===== config.mk =====
export PLATFORM = sky130hd
export DESIGN_NAME = bop_delay_queue
export DESIGN_NICKNAME = d
export VERILOG_FILES = /design/src/rtl/bop_delay_queue.sv
export SDC_FILE = /design/constraint.sdc
export NUM_CORES = 1
export LEC_CHECK = 0
export ABC_CLOCK_PERIOD_IN_PS = 8550
export BUFFER_PORTS_ARGS = -buffer_cell sky130_fd_sc_hd__buf_2
export CORE_ASPECT_RATIO = 0.9
export CORE_MARGIN = 5
export CORE_UTILIZATION = 64
export DETAILED_ROUTE_END_ITERATION = 8
export GPL_ROUTABILITY_DRIVEN = 0
export GPL_TIMING_DRIVEN = 0
export PLACE_DENSITY = 0.8
export SLEW_MARGIN = 20
export SYNTH_ARGS = -nofsm -noshare
export SYNTH_HDL_FRONTEND = slang
export SYNTH_SLANG_ARGS = --single-unit

===== constraint.sdc =====
create_clock -name clk -period 8.55 [get_ports clk]
set_input_delay 1.71 -clock clk [delete_from_list [all_inputs] [get_ports clk]]
set_output_delay 1.71 -clock clk [all_outputs]
set_load 0.02 [all_outputs]

===== src/rtl/bop_delay_queue.sv =====
// Timestamped delay queue for the best-offset prefetcher: entries age DELAY cycles before being offered.
// Build option: define BOP_DQ_OVERWRITE_EN to evict the head on a push into a full queue (default: reject).
module bop_delay_queue #(
  parameter int WIDTH     = 12,
  parameter int DEPTH     = 15,
  parameter int DELAY     = 60,
  parameter int TIME_BITS = 12
) (
  input  logic                       clk,
  input  logic                       rst,
  input  logic                       cq_enq,
  input  logic [WIDTH-1:0]           cq_in,
  input  logic                       cq_deq,
  output logic [WIDTH-1:0]           cq_out,
  output logic                       cq_empty,
  output logic                       cq_full,
  output logic                       cq_ready,
  output logic [$clog2(DEPTH+1)-1:0] occupancy_o,
  output logic [15:0]                drop_count_o
);

  localparam int PTR_W = $clog2(DEPTH);
  localparam int OCC_W = $clog2(DEPTH+1);
  localparam logic [TIME_BITS-1:0] DELAY_T = TIME_BITS'(DELAY);
  localparam logic [PTR_W-1:0]     LAST_P  = PTR_W'(DEPTH-1);

  logic [WIDTH-1:0]     data_q [DEPTH];
  logic [TIME_BITS-1:0] ts_q   [DEPTH];
  logic [DEPTH-1:0]     vld_q, vld_d;
  logic [DEPTH-1:0]     ripe_q, ripe_d;
  logic [PTR_W-1:0]     head_q, head_d;
  logic [PTR_W-1:0]     tail_q, tail_d;
  logic [OCC_W-1:0]     occ_q, occ_d;
  logic [TIME_BITS-1:0] now_q, now_d;
  logic [15:0]          drop_q, drop_d;

  logic                 pop, push, evict, drop, adv_head;
  logic [TIME_BITS-1:0] head_age;

  function automatic logic [TIME_BITS-1:0] age_of(input logic [TIME_BITS-1:0] now,
                                                  input logic [TIME_BITS-1:0] ts);
    return now - ts;
  endfunction

  function automatic logic [PTR_W-1:0] ptr_inc(input logic [PTR_W-1:0] p);
    return (p == LAST_P) ? '0 : p + PTR_W'(1);
  endfunction

  function automatic logic [15:0] sat_inc(input logic [15:0] c);
    return (c == 16'hFFFF) ? c : c + 16'd1;
  endfunction

  // Head status is combinational from registered state so the consumer can pop on the same edge.
  always_comb begin
    head_age = age_of(now_q, ts_q[head_q]);
    cq_empty = (occ_q == '0);
    cq_full  = (occ_q == OCC_W'(DEPTH));
    cq_ready = !cq_empty && (ripe_q[head_q] || (head_age >= DELAY_T));
    cq_out   = cq_empty ? '0 : data_q[head_q];
  end

  assign occupancy_o  = occ_q;
  assign drop_count_o = drop_q;

  always_comb begin
    pop  = cq_deq && cq_ready;
    drop = cq_enq && cq_full && !pop;
`ifdef BOP_DQ_OVERWRITE_EN
    push  = cq_enq;
    evict = drop;
`else
    push  = cq_enq && !drop;
    evict = 1'b0;
`endif
    adv_head = pop || evict;
  end

  always_comb begin
    now_d  = now_q + TIME_BITS'(1);
    head_d = adv_head ? ptr_inc(head_q) : head_q;
    tail_d = push ? ptr_inc(tail_q) : tail_q;
    drop_d = drop ? sat_inc(drop_q) : drop_q;
    case ({push, adv_head})
      2'b10:   occ_d = occ_q + OCC_W'(1);
      2'b01:   occ_d = occ_q - OCC_W'(1);
      default: occ_d = occ_q;
    endcase

    vld_d  = vld_q;
    ripe_d = ripe_q;
    // Latch maturity the first cycle it is reached so a later wrap of now cannot undo it.
    for (int i = 0; i < DEPTH; i++) begin
      if (vld_q[i] && (age_of(now_q, ts_q[i]) >= DELAY_T)) ripe_d[i] = 1'b1;
    end
    if (adv_head) begin
      vld_d[head_q]  = 1'b0;
      ripe_d[head_q] = 1'b0;
    end
    // When full, tail equals head, so the push must override the head clear above.
    if (push) begin
      vld_d[tail_q]  = 1'b1;
      ripe_d[tail_q] = 1'b0;
    end
  end

  always_ff @(posedge clk or posedge rst) begin
    if (rst) begin
      vld_q  <= '0;
      ripe_q <= '0;
      head_q <= '0;
      tail_q <= '0;
      occ_q  <= '0;
      now_q  <= '0;
      drop_q <= '0;
    end else begin
      vld_q  <= vld_d;
      ripe_q <= ripe_d;
      head_q <= head_d;
      tail_q <= tail_d;
      occ_q  <= occ_d;
      now_q  <= now_d;
      drop_q <= drop_d;
    end
  end

  // Payload and timestamp storage carry no reset; validity is tracked by vld_q.
  always_ff @(posedge clk) begin
    if (push) begin
      data_q[tail_q] <= cq_in;
      ts_q[tail_q]   <= now_q;
    end
  end

endmodule


==> metrics.txt <==
CP max FO=10; Layout area overhead=12.5%; Boundary Pins=51; leading cell type in the layout, fill and taps excluded=edfxtp_1; clock skew=0.0389 ns; initial core utilization=65.1%; Worst VDD drop=0.000209 V; top layer in use=met5; antenna violations before repair=1; drt drc=0; root buf cell=clkbuf_16; Design Area, Final=0.0291 mm2; synthesis-stage register bit count=442; routed length on met1=27200 um; share of layout cells above drive strength 1=14.7%; Sink Count=442; final setup fails=0; main flop type after synthesis=edfxtp_1; metal3 WL=7040 um; met2 wire len=33500 um; actual slew at the worst max-slew pin=1.12 ns; Core Footprint=0.0397 mm2; Slew HR=25.1%; vias per inst=6.74; clock buffer depth=3; Worst setup SP type=flop; number of synthesized flops with an enable pin=372; Cell variety after synth=84; clock slew at reported path FFs=0.06 ns; Setup Fix Bufs, Post-CTS=0; Finished Layout Cells=2805; Worst setup EP type=primary output; Worst-Skew Late Latency=0.59 ns; max-slew violations=0; Final ANT Viol Nets=0; achievable frequency=126 MHz; Synth Net Count=2321; DR WL/cell=25.5 um; mapped cell area=0.0259 mm2; YS warnings=0; Final Power=7590 uW; CTS tree=yes; Die Footprint=0.0445 mm2; commonest non-fill, non-tap cells in the layout=372 x edfxtp_1, 215 x inv_1, 181 x ha_1, 135 x nor2_1, 110 x mux4_2; setup TNS=0 ns; hold_buf cts=0; die width=222 um; synthesized instance count=2107; dpl cells=2722; total number of vias=18900; CTS H-tree depth=2; GR Util All Layers=31.4%; Hold Path Class=reg -> reg; post-cts sizing count=0; R2R Setup Slk=1.42 ns; minimum clock period=7.94 ns; crit path kind=reg -> out; CP arrival=6.23 ns; ANT cells=0; Total Wirelength=71500 um; first-pass GRT wire length=109000 um; Iter 0 DRT Violations=2421; # rows=69; sequential area share after synthesis=50.0%; RSZ-0062 raised after global routing=no; cell area after placement=0.0276 mm2; drt pass-1 iters=6; Critical Path RT=6.84 ns; PwrDens=261 mW/mm2; Pleak=0.0114 uW; GRT Residual Overflow=0; DP Wirelength=50600 um; vias in the first global route=18600; pin count of the biggest net entering global routing=53; CTS Buf Count=45; final worst-path cycle share=92.8%; status=completed; IO buf count=50; Final #Nets=2451; Post-Syn Area per Cell=12.3 um2; Final Hold Violating Endpoints=0; DIE HEIGHT=201 um; Post-synth ARST share=15.8%; max cap viols=0
==> synthesized netlist by cell type, types with 6 or more instances <==
cell,count,share of area (%)
nand3_1,45,0.87
edfxtp_1,372,43
buf_1,10,0.15
o31a_1,6,0.20
xor2_1,32,1.1
clkbuf_1,29,0.42
buf_2,7,0.14
a21o_1,17,0.49
nor2_1,137,2.0
a21boi_0,6,0.17
nand2_1,87,1.3
o31ai_1,13,0.38
fa_1,17,1.3
mux2i_1,39,1.5
or2_2,12,0.29
and3_1,21,0.51
dfrtp_1,70,6.8
o21ai_0,102,2.0
nor2b_1,39,0.94
a21oi_1,101,2.0
a31oi_1,14,0.34
o41ai_1,7,0.24
a211oi_1,23,0.67
nor4_1,11,0.27
o211ai_1,18,0.52
xnor2_1,65,2.2
o22ai_1,14,0.34
nor3_1,37,0.72
o2111ai_1,12,0.41
nor3b_1,13,0.38
nand2b_1,34,0.82
mux4_2,110,9.6
a2111oi_0,8,0.27
nand4_1,13,0.31
and2_1,24,0.58
inv_1,218,3.2
o21a_1,22,0.64
o21bai_1,9,0.26
ha_1,181,8.8
or3_1,10,0.24
==> metal layers <==
layer  track usage, %  vias up
li1                 -     8208
met1             41.9     9318
met2             50.8     1143
met3             5.97      237
met4             14.0        2
met5                0        -
==> cells by family (layout without fill, tap and decap cells) <==
family | count (synthesis) | in the layout | synth area share (%)
XOR/XNOR | 97 | 97 | 3.29
flip-flops | 442 | 442 | 50.0
AND/OR/NAND/NOR | 511 | 511 | 10.1
buffers and inverters | 270 | 436 | 4.06
multiplexers | 154 | 154 | 11.3
AO/OA/AOI/OAI | 435 | 435 | 11.1
adder cells (fa/ha/maj) | 198 | 198 | 10.1
==> report_power, final <==
| part | leakage [uW] | internal, uW | switching (uW) |
|---|---|---|---|
| Combinational | 0.00655 | 1140 | 1680 |
| Sequential | 0.00417 | 2600 | 164 |
| Clock | 0.000717 | 1150 | 857 |
==> sequential cells by signal (all words and copies together) (netlist names) <==
signal	cells
tail_q	4
drop_count_o	16
ripe_q	15
vld_q	15
data_q	180
occupancy_o	4
ts_q	192
head_q	4
now_q	12
==> stage by stage <==
step / setup slack, ns / util, % / hold slack, ns
after floorplan: 2.14 / - / 0.441
final: 0.613 / 73.3 / 0.488
after global placement: -0.715 / 67.4 / 0.452
after CTS: 0.627 / 73.2 / 0.487
after global routing: 0.452 / 73.3 / 0.499
after detailed placement: 1.28 / 69.5 / 0.457
==> final timing paths <==
check,startpoint,end,cells past startpoint
worst max-delay path,head_q[1],cq_ready,15
worst min register to register,vld_q[12],vld_q[12],1
worst min-delay path,vld_q[12],vld_q[12],1
max in group asynchronous,rst,now_q[1],3
worst max register to register,head_q[1],occupancy_o[3],22
min in group asynchronous,rst,drop_count_o[3],2
==> critical path, cell delays in order, from the launching register on <==
cell       delay (ns)
dfrtp_1          0.50
buf_6            0.23
clkbuf_1         0.50
clkbuf_1         0.86
mux4_2           0.50
mux4_2           0.48
ha_1             0.22
fa_1             0.42
nor2b_1          0.15
o2111ai_1        0.18
a311oi_1         0.30
o22ai_1          0.10
or3_1            0.54
nor3_1           0.40
nor2_1           0.09
buf_2            0.17
==> area by class of cell <==
| class | count | area [um2] |
|---|---|---|
| flip-flops and latches | 442 | 12900 |
| multi-input cells | 1395 | 12100 |
| fillers | 2453 | 10600 |
| clock buffers | 61 | 1210 |
| repair buffers | 83 | 888 |
| inverters | 220 | 828 |
| well taps | 532 | 666 |
| clock inverters | 22 | 283 |
| plain buffers | 50 | 231 |
Power figures use the tool's default switching activity.
